File: src/rtl/hazard_pkg.sv
// Shared types and constants for the EX-stage forwarding / load-use hazard unit.
package hazard_pkg;

  localparam int REG_ADDR_W = 5;
  localparam int FWD_W      = 2;

  // Forward select encoding; 2'b11 is never produced.
  localparam logic [FWD_W-1:0] FWD_RF    = 2'b00;
  localparam logic [FWD_W-1:0] FWD_MEMWB = 2'b01;
  localparam logic [FWD_W-1:0] FWD_EXMEM = 2'b10;

  // Destination metadata carried by each pipeline slot.
  typedef struct packed {
    logic                  valid;
    logic [REG_ADDR_W-1:0] rd;
    logic                  reg_write;
    logic                  mem_read;
  } stage_info_t;

  localparam stage_info_t STAGE_BUBBLE = '0;

endpackage

File: src/rtl/fwd_select.sv
// Forward select for one EX operand: EX/MEM producer beats MEM/WB producer.
// Loads in MEM are excluded since their data is not ready until WB.
module fwd_select
  import hazard_pkg::*;
(
  input  logic [REG_ADDR_W-1:0] ex_rs,
  input  stage_info_t           mem_i,
  input  stage_info_t           wb_i,
  output logic [FWD_W-1:0]      fwd
);

  logic mem_hit, wb_hit;
  logic unused_wb_load;

  assign unused_wb_load = wb_i.mem_read;

  assign mem_hit = mem_i.valid && mem_i.reg_write && !mem_i.mem_read &&
                   (mem_i.rd != '0) && (mem_i.rd == ex_rs);
  assign wb_hit  = wb_i.valid && wb_i.reg_write &&
                   (wb_i.rd != '0) && (wb_i.rd == ex_rs);

  // Priority pick: most recent producer wins, x0 never forwarded.
  always_comb begin
    fwd = FWD_RF;
    if (mem_hit)     fwd = FWD_EXMEM;
    else if (wb_hit) fwd = FWD_MEMWB;
  end

endmodule

File: src/rtl/forwarding_hazard_unit.sv
// Forwarding / hazard control: tracks EX, MEM, WB destination metadata,
// drives the EX operand forward selects and the load-use stall.
// Optional macro RF_BYPASS_EN adds id_bypass_a/b for a read-before-write
// register file; without it the register file must be write-first.
module forwarding_hazard_unit #(
  parameter int REG_ADDR_W = hazard_pkg::REG_ADDR_W,
  parameter int FWD_W      = hazard_pkg::FWD_W
) (
  input  logic                  clk,
  input  logic                  rst_n,
  input  logic                  id_valid,
  input  logic [REG_ADDR_W-1:0] id_rs1,
  input  logic [REG_ADDR_W-1:0] id_rs2,
  input  logic [REG_ADDR_W-1:0] id_rd,
  input  logic                  id_reg_write,
  input  logic                  id_mem_read,
  input  logic                  flush,
  output logic [FWD_W-1:0]      forward_a,
  output logic [FWD_W-1:0]      forward_b,
  output logic                  stall,
  output logic [REG_ADDR_W-1:0] wb_rd,
  output logic                  wb_reg_write
`ifdef RF_BYPASS_EN
  ,
  output logic                  id_bypass_a,
  output logic                  id_bypass_b
`endif
);

  import hazard_pkg::stage_info_t;
  import hazard_pkg::STAGE_BUBBLE;

  stage_info_t ex_q, ex_d, mem_q, mem_d, wb_q, wb_d;
  logic [1:0][REG_ADDR_W-1:0] ex_rs_q, ex_rs_d;
  logic [1:0][FWD_W-1:0]      fwd;
  logic                       rs_match;

  // Load-use: load in EX whose rd feeds either ID source. Squashed ID never stalls.
  assign rs_match = (ex_q.rd == id_rs1) || (ex_q.rd == id_rs2);
  assign stall    = !flush && id_valid && ex_q.valid && ex_q.mem_read &&
                    (ex_q.rd != '0) && rs_match;

  // Next-slot logic: MEM/WB always advance; EX takes a bubble on flush or stall.
  always_comb begin
    mem_d   = ex_q;
    wb_d    = mem_q;
    ex_d    = STAGE_BUBBLE;
    ex_rs_d = '0;
    if (!flush && !stall) begin
      ex_d.valid     = id_valid;
      ex_d.rd        = id_rd;
      ex_d.reg_write = id_reg_write;
      ex_d.mem_read  = id_mem_read;
      ex_rs_d[0]     = id_rs1;
      ex_rs_d[1]     = id_rs2;
    end
  end

  // Slot registers; reset clears every slot immediately.
  always_ff @(posedge clk or negedge rst_n) begin
    if (!rst_n) begin
      ex_q    <= STAGE_BUBBLE;
      ex_rs_q <= '0;
      mem_q   <= STAGE_BUBBLE;
      wb_q    <= STAGE_BUBBLE;
    end else begin
      ex_q    <= ex_d;
      ex_rs_q <= ex_rs_d;
      mem_q   <= mem_d;
      wb_q    <= wb_d;
    end
  end

  // One compare per EX operand (0 = rs1, 1 = rs2); depends on slot state only.
  for (genvar g = 0; g < 2; g++) begin : g_fwd
    fwd_select u_fwd (
      .ex_rs (ex_rs_q[g]),
      .mem_i (mem_q),
      .wb_i  (wb_q),
      .fwd   (fwd[g])
    );
  end

  assign forward_a    = fwd[0];
  assign forward_b    = fwd[1];
  assign wb_rd        = wb_q.rd;
  assign wb_reg_write = wb_q.valid && wb_q.reg_write;

`ifdef RF_BYPASS_EN
  // Register file reads before it writes, so ID picks up the WB value here.
  assign id_bypass_a = wb_reg_write && (wb_rd != '0) && (wb_rd == id_rs1);
  assign id_bypass_b = wb_reg_write && (wb_rd != '0) && (wb_rd == id_rs2);
`endif

`ifndef SYNTHESIS
  // A load in MEM feeding a live EX source means the stall was missed.
  always_ff @(posedge clk) begin
    if (rst_n) begin
      assert (!(ex_q.valid && mem_q.valid && mem_q.reg_write && mem_q.mem_read &&
                (mem_q.rd != '0) &&
                ((mem_q.rd == ex_rs_q[0]) || (mem_q.rd == ex_rs_q[1]))))
        else $error("load in MEM feeds EX source without a stall");
    end
  end
`endif

endmodule
File: config.mk
export PLATFORM = sky130hd
export DESIGN_NAME = forwarding_hazard_unit
export DESIGN_NICKNAME = d
export VERILOG_FILES = /design/src/rtl/hazard_pkg.sv /design/src/rtl/fwd_select.sv /design/src/rtl/forwarding_hazard_unit.sv
export SDC_FILE = /design/constraint.sdc
export NUM_CORES = 1
export LEC_CHECK = 0
export ABC_AREA = 1
export CAP_MARGIN = 20
export CORE_MARGIN = 8
export CORE_UTILIZATION = 50
export DETAILED_ROUTE_END_ITERATION = 10
export PLACE_DENSITY = 0.83
export RECOVER_POWER = 25
export SYNTH_ARGS = -nofsm -noshare
export SYNTH_HDL_FRONTEND = slang
export SYNTH_SLANG_ARGS = --single-unit
File: constraint.sdc
create_clock -name clk -period 1.4 [get_ports clk]
set_input_delay 0.14 -clock clk [delete_from_list [all_inputs] [get_ports clk]]
set_output_delay 0.14 -clock clk [all_outputs]
set_load 0.02 [all_outputs]
== Yosys cells after proc, flatten, opt, wreduce, memory -nomap -nowiden ==
Cells that the tools add are included.
Storage, ports and cells
  bits in registers: 33
  output and inout port bits: 11
  logic and storage cells: 47
Operators by class
  eq/ne operators: 6
  multiplexer cells: 6
  reduce and logical (&&, ||, !) cells: 22
Operators by type and width (count)
  5-bit equality test: 6
  1-bit logical AND: 15
  5-bit nonzero test: 3
  10-bit 2-to-1 mux: 1
  8-bit 2-to-1 mux: 1
  2-bit 2-to-1 mux: 2
  1-bit zero test: 3
  1-bit 2-to-1 mux: 2
  1-bit logical OR: 1

== Depth between registers and ports, before layout ==
  depth in word-level cells: 9
  depth in mapped cells: 10
  depth with buffers taken out: 9

== By module ==
Synthesis repeated with hierarchy kept, for this count alone.
Second synthesis, totals
  cells, all modules: 251
  area total of the unflattened synthesis: 1766.7 sq um
By module, submodules not included
  forwarding_hazard_unit: times used 1, cells an instance 125, area an instance 1246.2 sq um
  fwd_select: times used 2, cells an instance 63, area an instance 260.2 sq um

== Least setup slack after synthesis ==
Ideal clock, no wire load.
  path type: reg2out
  from: register wb_q (netlist bit wb_rd[0])
  to: output forward_a[0]
  data arrival time: 1.227 ns
  required time: 1.260 ns
  slack: 0.033 ns
  cell stages (with the launch flop): 5
  path through: dfrtp_1 > xor2_1 > nor2_1 > nand4_1 > nor3_1
On the way
  cells in the longest elaborated chain, start to end: 5
Ends and longest elaborated chain
  start: declaration: RTL line forwarding_hazard_unit.sv:33  | stage_info_t ex_q, ex_d, mem_q, mem_d, wb_q, wb_d;
  start signal: assignment: RTL line forwarding_hazard_unit.sv:70  | wb_q <= wb_d;
  5-bit nonzero test: RTL line fwd_select.sv:20  | (wb_i.rd != '0) && (wb_i.rd == ex_rs);
  1-bit logical AND: RTL line fwd_select.sv:19  | assign wb_hit = wb_i.valid && wb_i.reg_write &&
  1-bit logical AND (*): RTL line fwd_select.sv:20
  1-bit 2-to-1 mux (*): RTL line fwd_select.sv:26  | else if (wb_hit) fwd = FWD_MEMWB;
  2-bit 2-to-1 mux (*): RTL line fwd_select.sv:25  | if (mem_hit) fwd = FWD_EXMEM;
  end: declaration: RTL line forwarding_hazard_unit.sv:18  | output logic [FWD_W-1:0] forward_a,
Every way passes the cells marked *; elsewhere a longest branch is shown, timed or not.

== Final worst setup path ==
  from: register mem_q[2] (netlist name)
  to: output forward_b[0]
On the way
  cells in the longest elaborated chain, start to end: 4
Ends and longest elaborated chain
  start: declaration: RTL line forwarding_hazard_unit.sv:33
  start signal: assignment: RTL line forwarding_hazard_unit.sv:69  | mem_q <= mem_d;
  5-bit nonzero test: RTL line fwd_select.sv:18  | (mem_i.rd != '0) && (mem_i.rd == ex_rs);
  1-bit logical AND: RTL line fwd_select.sv:17  | assign mem_hit = mem_i.valid && mem_i.reg_write && !mem_i.mem_read &&
  1-bit logical AND (*): RTL line fwd_select.sv:18
  2-bit 2-to-1 mux (*): RTL line fwd_select.sv:25
  end: declaration: RTL line forwarding_hazard_unit.sv:19  | output logic [FWD_W-1:0] forward_b,
Marked as above.

==> results.sh <==
export IMPL_worst_slack_ns=-0.235
export IMPL_totalWireLength_um=3190
export IMPL_overflow=0
export IMPL_n_antenna_cell=0
export IMPL_drc_errors=0
export IMPL_area_growth_pct=41.3
export IMPL_utilization_pct=72.0
export IMPL_io_buffers=31
export IMPL_layout_common_cells="dfrtp_1 (31), nand2_1 (27), inv_1 (25)"
export IMPL_numCtsBuffers=5
export IMPL_whs_endpoint="ex_q[6]"
export IMPL_max_clock_path_buffers=2
export IMPL_finalSetupViolCount=6
export IMPL_synth_xor_area_share_pct=12.7
export IMPL_crit_chain="nor2_1 -> nand3b_1 -> nand2_2 -> nor3_2 -> nor3_1 -> buf_2"
export IMPL_rsz0062_at_grt="yes"
export IMPL_timing_rr_start="ex_q[2]"
export IMPL_grt_usage_pct=12.9
export IMPL_min_path_cells=3
export IMPL_fin_crit_ns=1.63
export IMPL_muxShareOfSynthArea_pct=0
export IMPL_grt_max_degree=34
export IMPL_multi_input_area_um2=687
export IMPL_nets=241
export IMPL_powerDensity_nw_per_um2=893
export IMPL_hold_viol=0
export IMPL_avgViaCountPerCell=4.80
export IMPL_wire_per_inst_um=12.6
export IMPL_num_rows=20
export IMPL_period_share_pct=117
export IMPL_hold_class="in2reg"
export IMPL_vias=1215
export IMPL_fp_coreArea_um2=2980
export IMPL_synth_top_family_by_area="simple AND/OR/NAND/NOR gates"
export IMPL_dieArea_um2=5050
export IMPL_final_common_cell="dfrtp_1"
export IMPL_cts_tree="built"
export IMPL_synth_compound_area_share_pct=0.330
export IMPL_cts_root_buf="clkbuf_4"
export IMPL_dp_final_hpwl_um=2270
export IMPL_startpoint_type="register"
export IMPL_grt_pass1_wl_um=5000
export IMPL_reg2reg_to="ex_rs_q[5]"
export IMPL_ys_seq_area_share_pct=54.4
export IMPL_leakagePower_nw=1.08
export IMPL_design_area_um2=2140
export IMPL_timing_max_cap_violations=0
export IMPL_insertion_delay_ns=0.33
export IMPL_initial_utilization_pct=51.0
export IMPL_maxSlewViolCount=0
export IMPL_drt_iter0_markers=21
export IMPL_cts_num_sinks=33
export IMPL_skew_ns=0.00181
export IMPL_critPathCaptureType="output pin"
export IMPL_max_stage_delay_ns=0.45
export IMPL_crit_type="reg2out"
export IMPL_ant_nets=0
export IMPL_hold_ws_ns=0.328
export IMPL_slowest_stage="dfrtp_1"
export IMPL_setup_tns_ns=-0.981
export IMPL_gp_congestion=0.794
export IMPL_rr_worst_depth=10
export IMPL_synth_cells=169
export IMPL_peakVddDrop_mv=0.681
export IMPL_worstPathArrival_ns=1.49
export IMPL_slew_headroom_pct=49.1
export IMPL_tightest_slew_ns=0.763
export IMPL_cp_max_fo=4
export IMPL_pin_count=32
export IMPL_syn_avg_cell_area_um2=8.98
export IMPL_r2r_setup_slack_ns=-0.01
export IMPL_regArea_um2=828
export IMPL_die_y_um=71.1
export IMPL_violations="setup timing"
export IMPL_htreeDepth=2
export IMPL_placed_area_um2=1920
export IMPL_synthAdderAreaFrac_pct=0
export IMPL_clk_pin_slew_ns=0.09
export IMPL_antenna_found_initial=0
export IMPL_die_width_um=71.1
export IMPL_p_total_mw=1.92
export IMPL_synth_nets=190
export IMPL_hold_start="id_rd[4]"
export IMPL_synth_simple_area_share_pct=21.4
export IMPL_final_layout_size_suffix_gt1_share_pct=30.5
export IMPL_ys_seq_elements=33
export IMPL_fmax_ghz=0.612
export IMPL_n_fill_cell=225
export IMPL_drtPass1Iterations=4
export IMPL_yosys_warnings=0
export IMPL_status="finished, violations left"
export IMPL_synthesis_area_um2=1520
export IMPL_critPathRequiredTime_ns=1.26
export IMPL_synth_cell_types=16
export IMPL_grt_pass1_vias=1214
-- metal layers --
layer	routed length, um	vias up	global-route usage (%)
met5	0	-	0
met4	97	0	7.85
li1	-	606	-
met2	1720	35	22.0
met3	226	10	6.36
met1	1150	564	12.3
-- how the worst max path moves through the flow --
stage | start | end | depth (start not counted)
detailed placement | id_rs1[0] | stall | 10
global route | ex_q[2] | stall | 9
global placement | id_rs1[0] | stall | 10
floorplan | wb_rd[0] | forward_a[0] | 4
finish | mem_q[2] | forward_b[0] | 6
CTS | mem_q[2] | forward_a[0] | 6
-- critical path, delay by kind of cell, from the launching register on --
family / cells / cell delay (ns)
flip-flops: 1 / 0.45
AND/OR/NAND/NOR: 5 / 0.53
buffers and inverters: 1 / 0.19
-- logic make-up after synthesis --
family          Yosys count
simple gates             77
buf+inv                  36
flops                    33
xor+xnor                 22
compound gates            1
-- where the power goes --
group / total [mW] / switching [mW] / internal (mW) / leakage (nW)
Combinational: 0.340 / 0.161 / 0.179 / 0.629
Clock: 0.524 / 0.287 / 0.237 / 0.0314
Sequential: 1.05 / 0.0503 / 1.00 / 0.423
-- stage by stage --
step | cells | setup WS, ns
floorplan | 169 | 0.0330
global placement | 240 | -0.531
detailed placement | 240 | -0.576
CTS | 248 | -0.226
global route | 253 | -0.330
finish | 253 | -0.235
-- layout make-up --
| type | instances | share of cell area (%) |
|---|---|---|
| well taps | 33 | 1.93 |
| repair buffers | 49 | 20.0 |
| clock buffers | 7 | 2.57 |
| inverters | 28 | 4.90 |
| flip-flops and latches | 33 | 38.6 |
| multi-input cells | 103 | 32.0 |
-- sequential cells by signal, summed over array words and instances, names as in the netlist --
signal,count
ex_rs_q,10
ex_q,8
mem_q,8
wb_rd,5
wb_q,2
-- synth_stat cells, drive strengths merged --
library cell | count | area [um2]
nand2 | 31 | 126
o21ai | 1 | 5.00
inv | 28 | 105
nor2 | 33 | 126
nand3b | 1 | 7.51
dfrtp | 33 | 826
nand4 | 4 | 25.0
xnor2 | 18 | 158
nor3 | 4 | 20.0
buf | 8 | 63.8
xor2 | 4 | 35.0
nand3 | 4 | 20.0
-- repair_timing --
item	in CTS	in global routing
hold buffers	0	0
setup endpoints to repair	11	27
pin swaps	13	10
gates cloned	0	3
gates resized for setup	44	36
buffers inserted	1	2
(Power assumes the default switching activity.)
